File: src/rtl/dcache_pkg.sv
`default_nettype none
// ============================================================================
// Module      : dcache_pkg
// Description : Shared types, widths and address-field helpers for the
//               direct-mapped write-through data cache.
// Revision    : 1.0 - initial release
// ============================================================================
package dcache_pkg;

  localparam int WORD_W = 32;
  localparam int LINE_W = 128;

  typedef enum logic [1:0] {
    ST_IDLE   = 2'd0,
    ST_REFILL = 2'd1,
    ST_WRITE  = 2'd2,
    ST_RESP   = 2'd3
  } state_t;

  // Word within the 16-byte line.
  function automatic logic [1:0] addr_word(input logic [31:0] addr);
    return addr[3:2];
  endfunction

  // Line index, right-aligned; caller keeps the low index_w bits.
  function automatic logic [31:0] addr_index(input logic [31:0] addr, input int index_w);
    return (addr >> 4) & ((32'd1 << index_w) - 32'd1);
  endfunction

  // Tag, right-aligned; caller keeps the low (28 - index_w) bits.
  function automatic logic [31:0] addr_tag(input logic [31:0] addr, input int index_w);
    return addr >> (4 + index_w);
  endfunction

endpackage
`default_nettype wire

File: src/rtl/dcache_line_store.sv
`default_nettype none
// ============================================================================
// Module      : dcache_line_store
// Description : Valid/tag/data arrays for the direct-mapped data cache.
//               One combinational lookup port, one whole-line fill port and
//               one single-word update port. Only the valid bits are reset.
// Ports       : clk, reset         - clock, synchronous active-high reset
//               rd_index/tag/word  - lookup address fields
//               rd_hit, rd_data    - lookup result (combinational)
//               fill_*             - install a full line, sets valid
//               upd_*              - overwrite one word of a resident line
// Revision    : 1.0 - initial release
// ============================================================================
module dcache_line_store
  import dcache_pkg::*;
#(
  parameter int LINES   = 16,
  parameter int INDEX_W = 4,
  parameter int TAG_W   = 24
) (
  input  logic                clk,
  input  logic                reset,
  input  logic [INDEX_W-1:0]  rd_index,
  input  logic [TAG_W-1:0]    rd_tag,
  input  logic [1:0]          rd_word,
  output logic                rd_hit,
  output logic [WORD_W-1:0]   rd_data,
  input  logic                fill_en,
  input  logic [INDEX_W-1:0]  fill_index,
  input  logic [TAG_W-1:0]    fill_tag,
  input  logic [LINE_W-1:0]   fill_data,
  input  logic                upd_en,
  input  logic [INDEX_W-1:0]  upd_index,
  input  logic [1:0]          upd_word,
  input  logic [WORD_W-1:0]   upd_data
);

  logic [LINES-1:0]  valid;
  logic [TAG_W-1:0]  tags  [LINES];
  logic [LINE_W-1:0] lines [LINES];

  always_ff @(posedge clk) begin
    if (reset) begin
      valid <= '0;
    end else if (fill_en) begin
      valid[fill_index] <= 1'b1;
    end
  end

  // Fill and update never coincide (fill happens in REFILL, update in IDLE);
  // fill is given priority anyway.
  always_ff @(posedge clk) begin
    if (fill_en) begin
      tags[fill_index]  <= fill_tag;
      lines[fill_index] <= fill_data;
    end else if (upd_en) begin
      lines[upd_index][{upd_word, 5'b00000} +: WORD_W] <= upd_data;
    end
  end

  assign rd_hit  = valid[rd_index] && (tags[rd_index] == rd_tag);
  assign rd_data = lines[rd_index][{rd_word, 5'b00000} +: WORD_W];

endmodule
`default_nettype wire

File: src/rtl/data_cache_controller.sv
`default_nettype none
// ============================================================================
// Module      : data_cache_controller
// Description : Direct-mapped, write-through, no-write-allocate data cache
//               between the CPU load/store port and a 128-bit-line memory.
//               Read misses hold a line-aligned address for REFILL_CYCLES
//               cycles, then capture memData; stores always go to memory as
//               a one-cycle memWrite pulse and update the line on a hit.
// Ports       : CLk, reset                  - clock, sync active-high reset
//               cpuAddress/WriteData        - CPU request address and data
//               cpuRead, cpuWrite           - held until ready
//               cpuReadData, ready          - load result, completion pulse
//               memAddress/WriteData/Write  - memory request
//               memData                     - memory line output
//               hitCount, missCount         - wrapping load statistics
// Revision    : 1.0 - initial release
// ============================================================================
module data_cache_controller
  import dcache_pkg::*;
#(
  parameter int LINES         = 16,
  parameter int REFILL_CYCLES = 5
) (
  input  logic                CLk,
  input  logic                reset,
  input  logic [31:0]         cpuAddress,
  input  logic [31:0]         cpuWriteData,
  input  logic                cpuRead,
  input  logic                cpuWrite,
  output logic [31:0]         cpuReadData,
  output logic                ready,
  output logic [31:0]         memAddress,
  output logic [31:0]         memWriteData,
  output logic                memWrite,
  input  logic [LINE_W-1:0]   memData,
  output logic [31:0]         hitCount,
  output logic [31:0]         missCount
);

  localparam int INDEX_W = $clog2(LINES);
  localparam int TAG_W   = 28 - INDEX_W;
  localparam int CNT_W   = (REFILL_CYCLES > 1) ? $clog2(REFILL_CYCLES) : 1;

  state_t state, next_state;
  logic [CNT_W-1:0] refill_cnt;
  logic             refill_done;

  logic [31:0]        cpu_index_full, cpu_tag_full, fill_index_full, fill_tag_full;
  logic [INDEX_W-1:0] cpu_index, fill_index;
  logic [TAG_W-1:0]   cpu_tag, fill_tag;
  logic [1:0]         cpu_word;
  logic               cpu_hit;
  logic [WORD_W-1:0]  cpu_word_data;
  logic               fill_en, upd_en;

  // CPU-side lookup uses the live request; the fill uses the held refill
  // address, which is exactly memAddress during REFILL.
  assign cpu_index_full  = addr_index(cpuAddress, INDEX_W);
  assign cpu_tag_full    = addr_tag(cpuAddress, INDEX_W);
  assign cpu_word        = addr_word(cpuAddress);
  assign fill_index_full = addr_index(memAddress, INDEX_W);
  assign fill_tag_full   = addr_tag(memAddress, INDEX_W);
  assign cpu_index       = cpu_index_full[INDEX_W-1:0];
  assign cpu_tag         = cpu_tag_full[TAG_W-1:0];
  assign fill_index      = fill_index_full[INDEX_W-1:0];
  assign fill_tag        = fill_tag_full[TAG_W-1:0];

  logic unused_bits;
  assign unused_bits = ^{cpuAddress[1:0], cpu_index_full[31:INDEX_W], cpu_tag_full[31:TAG_W],
                         fill_index_full[31:INDEX_W], fill_tag_full[31:TAG_W]};

  assign refill_done = (refill_cnt == CNT_W'(REFILL_CYCLES - 1));
  // A reset landing on the final refill edge must not install the line.
  assign fill_en     = (state == ST_REFILL) && refill_done && !reset;
  assign upd_en      = (state == ST_IDLE) && cpuWrite && cpu_hit;

  dcache_line_store #(
    .LINES   (LINES),
    .INDEX_W (INDEX_W),
    .TAG_W   (TAG_W)
  ) u_store (
    .clk        (CLk),
    .reset      (reset),
    .rd_index   (cpu_index),
    .rd_tag     (cpu_tag),
    .rd_word    (cpu_word),
    .rd_hit     (cpu_hit),
    .rd_data    (cpu_word_data),
    .fill_en    (fill_en),
    .fill_index (fill_index),
    .fill_tag   (fill_tag),
    .fill_data  (memData),
    .upd_en     (upd_en),
    .upd_index  (cpu_index),
    .upd_word   (cpu_word),
    .upd_data   (cpuWriteData)
  );

  // State register
  always_ff @(posedge CLk) begin
    if (reset) begin
      state <= ST_IDLE;
    end else begin
      state <= next_state;
    end
  end

  // Next-state logic; a store wins over a simultaneous load.
  always_comb begin
    next_state = state;
    case (state)
      ST_IDLE: begin
        if (cpuWrite) begin
          next_state = ST_WRITE;
        end else if (cpuRead) begin
          next_state = cpu_hit ? ST_RESP : ST_REFILL;
        end
      end
      ST_REFILL: begin
        // Back to IDLE: the still-held load then completes as a hit.
        if (refill_done) begin
          next_state = ST_IDLE;
        end
      end
      ST_WRITE: next_state = ST_RESP;
      ST_RESP:  next_state = ST_IDLE;
      default:  next_state = ST_IDLE;
    endcase
  end

  // Outputs decoded directly from the state register
  always_comb begin
    memWrite = 1'b0;
    ready    = 1'b0;
    case (state)
      ST_WRITE: memWrite = 1'b1;
      ST_RESP:  ready    = 1'b1;
      default: begin
        memWrite = 1'b0;
        ready    = 1'b0;
      end
    endcase
  end

  // Registered outputs and refill counter
  always_ff @(posedge CLk) begin
    if (reset) begin
      memAddress   <= '0;
      memWriteData <= '0;
      cpuReadData  <= '0;
      hitCount     <= '0;
      missCount    <= '0;
      refill_cnt   <= '0;
    end else begin
      case (state)
        ST_IDLE: begin
          if (cpuWrite) begin
            memAddress   <= {cpuAddress[31:2], 2'b00};
            memWriteData <= cpuWriteData;
          end else if (cpuRead) begin
            if (cpu_hit) begin
              cpuReadData <= cpu_word_data;
              hitCount    <= hitCount + 32'd1;
            end else begin
              memAddress <= {cpuAddress[31:4], 4'b0000};
              refill_cnt <= '0;
              missCount  <= missCount + 32'd1;
            end
          end
        end
        ST_REFILL: refill_cnt <= refill_cnt + CNT_W'(1);
        default: ;
      endcase
    end
  end

endmodule
`default_nettype wire
File: config.mk
export PLATFORM = sky130hd
export DESIGN_NAME = data_cache_controller
export DESIGN_NICKNAME = d
export VERILOG_FILES = /design/src/rtl/dcache_pkg.sv /design/src/rtl/dcache_line_store.sv /design/src/rtl/data_cache_controller.sv
export SDC_FILE = /design/constraint.sdc
export NUM_CORES = 2
export LEC_CHECK = 0
export ABC_CLOCK_PERIOD_IN_PS = 5900
export BUFFER_PORTS_ARGS = -buffer_cell sky130_fd_sc_hd__buf_2
export CAP_MARGIN = 20
export CORE_ASPECT_RATIO = 1.1
export CORE_UTILIZATION = 50
export DETAILED_ROUTE_END_ITERATION = 6
export PLACE_DENSITY = 0.67
export SETUP_SLACK_MARGIN = 0.1
export SLEW_MARGIN = 10
export SYNTH_ARGS = -nofsm -noshare
export SYNTH_HDL_FRONTEND = slang
export SYNTH_SLANG_ARGS = --single-unit
File: constraint.sdc
create_clock -name CLk -period 5.9 [get_ports CLk]
set_input_delay 0.295 -clock CLk [delete_from_list [all_inputs] [get_ports CLk]]
set_output_delay 0.295 -clock CLk [all_outputs]
set_load 0.02 [all_outputs]
======== Word-level counts from Yosys, hierarchy flattened ========
Memory sizes are Yosys's and may differ from the RTL's.
Cells that the tools add are included.
cells by class
  $add $sub $neg .......................... 4
  multipliers ............................. 0
  div/mod/pow operators ................... 0
  $lt $le $gt $ge ......................... 3
  equality and inequality tests ........... 11
  shifts and indexed selects .............. 3
  muxes and demuxes ....................... 26
  bitwise operators ....................... 3
  reductions and logical operators ........ 17
operator list
  operator                                                            count
  2-to-1 mux 128 bit                                                  3
  OR reduction 128 bit                                                1
  variable shift 32 x 9 -> 128 bit (first input constant)             1
  indexed part select 128 x 8 -> 32 bit                               1
  indexed part select 32 x 9 -> 128 bit                               1
  2-to-1 mux 32 bit                                                   3
  adder 32 x 1 -> 32 bit (second input constant)                      2
  == test 24 bit                                                      1
  OR 16 bit                                                           1
  AND reduction 4 bit                                                 3
  less-than comparator 4 x 5 -> 1 bit (second input constant)         2
  != test 2 bit (second input constant)                               5
  2-to-1 mux 3 bit                                                    3
  negator 7 -> 9 bit                                                  1
  2-to-1 mux 1 bit                                                    8
  2-to-1 mux 2 bit                                                    4
  case mux 2 bit (4 select lines)                                     1
  logical AND 1 bit                                                   6
  case mux 3 bit (2 select lines)                                     1
  binary-select mux 1 bit (select 4 bit)                              1
  demux 1 bit (select 4 bit)                                          1
  == test 2 bit (second input constant)                               2
  greater-or-equal comparator 4 x 1 -> 1 bit (second input constant)  1
  2-to-1 mux 4 bit                                                    1
  other kinds (10)                                                    13
word-level totals
  bits in registers ....................... 181
  latch bits .............................. 0
  bits in writable memories ............... 2432
  bits in read-only memories .............. 0
  bits of input ports ..................... 196
  output and inout port bits .............. 162
  logic and storage cells ................. 77
  memories kept ........................... 2
memory list
  memory         words  width  rd ports  clocked after Yosys merged registers in  write ports  RTL line                 RTL
  u_store.lines  16     128    1         0                                        1            dcache_line_store.sv:40  logic [LINE_W-1:0] lines [LINES];
  u_store.tags   16     24     1         0                                        1            dcache_line_store.sv:39  logic [TAG_W-1:0] tags [LINES];

======== Logic depth before layout (Yosys ltp) ========
  depth in word-level cells ............... 9
  gate-level depth with buffers ........... 16
  mapped depth without buffers ............ 9

======== Modules after synthesis ========
A second synthesis with hierarchy kept.
second synthesis, totals
  cells, all modules ...................... 5030
  area, all modules ....................... 102148.0 sq um
by module, submodules not included
  module                 instances  cells an instance  area each (sq um)  seq. area each (sq um)
  dcache_line_store      1          4200               95475.3            73350.3
  data_cache_controller  1          830                6672.6             3263.1

======== Worst setup path after synthesis ========
Ideal clock, no wire load.
  path kind ............................... input to register
  from .................................... input cpuAddress[5]
  to ...................................... memory u_store.lines[10][0], enable pin
  library setup time ...................... 421 ps
  arrival time ............................ 4639 ps
  data required time ...................... 5479 ps
  setup slack ............................. 840 ps
  stages .................................. 14
  buffers on the path ..................... 5
  cells stage by stage .................... buf_4 buf_2 buf_2 mux4_2 o211ai_1 nand4_1 xnor2_1 o2111ai_1 or4_4 nor4_1 buf_2 buf_2 mux2i_1 nor2_1
on the way
  word-level cells in the longest chain between the ends .. 9
  elaborated cells between the ends (all ways) .. 12
  those cells by class .................... eq/ne: 1; mux: 7; reduce/logical: 3; memory: 1
ends and longest elaborated chain
  item                                                                                   RTL line                     RTL
  start, declared                                                                        data_cache_controller.sv:26  input logic [31:0] cpuAddress,
  memory (16 x 24 bit) / binary-select mux 1 bit (select 4 bit) (equally long branches)  --
  == test 24 bit / 2-to-1 mux 1 bit (equally long branches)                              dcache_line_store.sv:61      assign rd_hit = valid[rd_index] && (tags[rd_index] == rd_tag);
  logical AND 1 bit                                                                      dcache_line_store.sv:61
  logical AND 1 bit                                                                      data_cache_controller.sv:75  assign upd_en = (state == ST_IDLE) && cpuWrite && cpu_hit;
  2-to-1 mux 1 bit                                                                       dcache_line_store.sv:56      end else if (upd_en) begin
  2-to-1 mux 1 bit                                                                       dcache_line_store.sv:53      if (fill_en) begin
  2-to-1 mux 128 bit (not written as such)                                               dcache_line_store.sv:57      lines[upd_index][{upd_word, 5'b00000} +: WORD_W] <= upd_data;
  OR reduction 128 bit (no source line)                                                  --
  2-to-1 mux 4 bit (no source line) / 2-to-1 mux 128 bit (equally long branches)         --
  end, declared                                                                          dcache_line_store.sv:40
Several ways; a longest one is shown, not always the timed one. The select of a mux whose other input is x is not followed.

======== Worst setup path after layout ========
  from .................................... input cpuAddress[6]
  to ...................................... memory u_store.lines[10][58] (data pin)
on the way
  word-level cells in the longest chain between the ends .. 9
  elaborated cells between the ends (all ways) .. 11
  those cells by class .................... eq/ne: 1; mux: 6; reduce/logical: 3; memory: 1
ends and longest elaborated chain
  item                                                                                   RTL line
  memory (16 x 24 bit) / binary-select mux 1 bit (select 4 bit) (equally long branches)  --
  == test 24 bit / 2-to-1 mux 1 bit (equally long branches)                              dcache_line_store.sv:61
  logical AND 1 bit (*)                                                                  dcache_line_store.sv:61
  logical AND 1 bit (*)                                                                  data_cache_controller.sv:75
  2-to-1 mux 1 bit (*)                                                                   dcache_line_store.sv:56
  2-to-1 mux 1 bit (*)                                                                   dcache_line_store.sv:53
  2-to-1 mux 128 bit (not written as such) (*)                                           dcache_line_store.sv:57
  OR reduction 128 bit (no source line) (*)                                              --
  2-to-1 mux 128 bit (no source line) (*)                                                --
Every way passes the cells marked *; elsewhere a longest branch is shown, timed or not. The select of a mux whose other input is x is not followed.

==> results.ini <==
[status]
status=finished, violations left
violations=design-rule violations

[clocking]
post_cts_buffers=0
cts_buffers=279
worstSkewPairLatency_ns=0.94
cts_tree=built
root_buffer=clkbuf_16
clk_pin_slew_worst_paths_ns=0.06
clk_path_buf_depth=4
clock-sinks=2611
h-tree-depth=5

[place]
place_ws_ns=0.5784
place_congestion=0.8161
port_buffers=353
hpwl_mm=158.9
place_area_um2=110600

[min_path]
min_to=memAddress[5]$_SDFFE_PP0P_
min-delay-start=cpuAddress[5]
hold_depth=4
hp-class=input pin to flop

[synth]
ys_seq_area_frac=0.7455
yosys.area.top_type_share=0.7106
yosys_warnings=0
synth-edff-count=2432
ys_ff_latch=2611
synth_area_um2=102800
yosys.area.top_type=edfxtp_1
postSynthCellCount=5061
netlist_top_cells_area=edfxtp_1 (71%), mux4_2 (16%), dfxtp_1 (3.5%)
syn_avg_cell_area_um2=20.31
ys.flop_type=edfxtp_1
synth_cell_types=61
synthArstFlopShare=0

[timing]
setup_viol=0
fin_skew_ns=0.04946
slew_viol_final=0
tightest_slew_ns=1.132
fin_crit_sh=0.8463
hold_violations=0
layout_setup_ws_ns=0.9069
fmax_ghz=0.2003
fin_tns_setup_ns=0
rsz0062_at_grt=false
relSlewSlack=0.2237
min_period_ns=4.993
hold_ws_ns=0.03830

[setup_path]
cp.arrival_ns=5.65
max_stage_delay_ns=0.66
crit-reg2reg-capture=u_store.lines[10][58]$_DFFE_PP_
cp_max_fo=74
r2r_cells=13
reg2reg_slack_ns=1.02
crit_required_ns=6.56
critPathMostFrequentCell=buf_4
worstSetupPathType=input pin to flop
rr_startpoint=u_store.tags[13][23]$_DFFE_PP_
crit_path_end_kind=flop
startpoint_type=input pin
cpMaxStageDelayCell=clkinv_1
path_cells=dlygate4sd3_1, buf_8, clkinv_1, mux2i_1, xor2_1, nor4_1, nand2_1, nor4_2, buf_4, buf_4, buf_12, buf_4, o21ai_0, buf_4

[pwr]
p_leak_nw=39.74
power_density_nw_per_um2=324.5
peakVddDrop_uv=278.0

[run]
maxCapViolCount=0

[floorplan]
row_count=174
die_x_um=434.3
floorplan.die_area_um2=207400
initial_core_util=0.5033
pin_count=358
die_height_um=477.5
coreArea_um2=204200

[detailed_routing]
drt_pass1_iterations=7
detail_route.wl_per_cell_um=32.53
avgViaCountPerCell=6.263
ant_nets=0
drc=4
drtIter0Drc=7100
vias=55040
wl_mm=285.9

[finish]
layout.nets=6061
seqCellArea_um2=76610
fillCellCount=14650
final_common_cell=edfxtp_1
multi_input_area_um2=25090
post-route-util=0.5920
drive_above_1_share=0.3167
syn_to_final_growth_pct=17.64
fin_area_um2=120900
mostFrequentLayoutCells=edfxtp_1 (2432), mux4_2 (750), buf_2 (348), clkbuf_16 (284), buf_4 (232)

[grt]
antenna_found_initial=14
use_met2=0.4381
grt_pass1_vias=54530
gr-total-overflow=0
grt.total_usage=0.2759
grt.met1_usage=0.3696
grt.busiest_layer=met2
grt_max_degree=130
grt_pass1_wl_mm=400.1
grt_util_met3=0.05785

==> worst max-delay path by stage <==
stage	to	from	slack, ns	cells after the start
floorplan	u_store.lines[10][0]$_DFFE_PP_	cpuAddress[5]	0.84	14
global placement	u_store.lines[2][3]$_DFFE_PP_	cpuAddress[5]	0.60	14
detailed placement	u_store.lines[2][3]$_DFFE_PP_	cpuAddress[6]	0.58	14
CTS	u_store.lines[2][16]$_DFFE_PP_	cpuAddress[6]	0.91	15
global route	u_store.lines[2][16]$_DFFE_PP_	cpuAddress[6]	0.65	15
finish	u_store.lines[10][58]$_DFFE_PP_	cpuAddress[6]	0.91	14
==> per-stage QoR <==
| stage | std cells | power, W |
|---|---|---|
| after global placement | 8132 | 0.02280 |
| final | 8788 | 0.03923 |
| after detailed placement | 8135 | 0.02284 |
| after floorplan | 5062 | 0.02197 |
| after CTS | 8776 | 0.03941 |
| after global routing | 8784 | 0.04022 |
==> metal layers <==
| layer | wire length [um] | part of all wire |
|---|---|---|
| met2 | 137600 | 0.48 |
| met1 | 106800 | 0.37 |
| met4 | 13780 | 0.048 |
| met5 | 34 | 0.00012 |
| met3 | 27770 | 0.097 |
==> synth_stat cells (all sizes together), types with 2 or more instances <==
cell type  number
a211oi          2
a21oi          53
a22oi          16
a31oi           8
and2            5
and3           16
and4            5
buf           144
clkbuf        166
clkinv          2
dfxtp         179
edfxtp       2432
ha              8
inv           140
mux2           24
mux2i         152
mux4          750
nand2         169
nand2b         13
nand3         164
nand4          18
nor2          208
nor2b          23
nor3           23
nor3b           7
nor4           18
nor4b           4
o2111ai         4
o211ai         17
o21ai         138
o22ai           4
o311ai         25
o31ai           2
o41ai          29
or2            30
or3             7
or4            17
xnor2          12
xor2           14
==> cell families (layout without fill, tap and decap cells) <==
family | count (synthesis) | count (layout) | synth area share
simple gates | 730 | 730 | 0.03360
flops | 2611 | 2611 | 0.7455
compound gates | 307 | 307 | 0.01844
xor+xnor | 26 | 26 | 0.002216
fa+ha+maj | 8 | 8 | 0.0009740
other cells | 1 | 12 | 0.00003649
buf+inv | 452 | 1440 | 0.01745
mux | 926 | 926 | 0.1818
==> worst max-delay path: cells and delay by family <==
kind,cells,cell delay (ns)
compound gates,1,0.37
xor+xnor,1,0.13
buf+inv,8,3.01
mux,1,0.41
simple gates,3,1.18
==> final cells by class <==
cell class	count	share of cell area
Multi-Input combinational cell	1999	0.2075
Sequential cell	2611	0.6337
Clock buffer	369	0.06242
Timing Repair Buffer	824	0.05532
Clock inverter	105	0.008176
Tap cell	2728	0.02823
Inverter	142	0.004471
Antenna cell	10	0.0002070
==> power by group <==
group,internal (W),leakage [nW],switching (W),total [W]
sequential,0.0203,23.4,0.000100,0.0204
clock,0.00978,4.16,0.00691,0.0167
combinational,0.000895,12.2,0.00126,0.00216
total,0.0310,39.7,0.00827,0.0392
==> sequential cells by signal, indices dropped and copies added, names as in the netlist <==
register / count
memAddress: 30
u_store.tags: 384
refill_cnt: 3
state: 2
hitCount: 32
memWriteData: 32
cpuReadData: 32
missCount: 32
u_store.lines: 2048
u_store.valid: 16
==> what timing repair did <==
action / in CTS / in global routing
hold buffers: 167 / 0
resized for setup: 0 / 0
setup endpoints to repair: 0 / 0
endpoints found under the hold margin: 1551 / 0
Power figures use the tool's default switching activity.
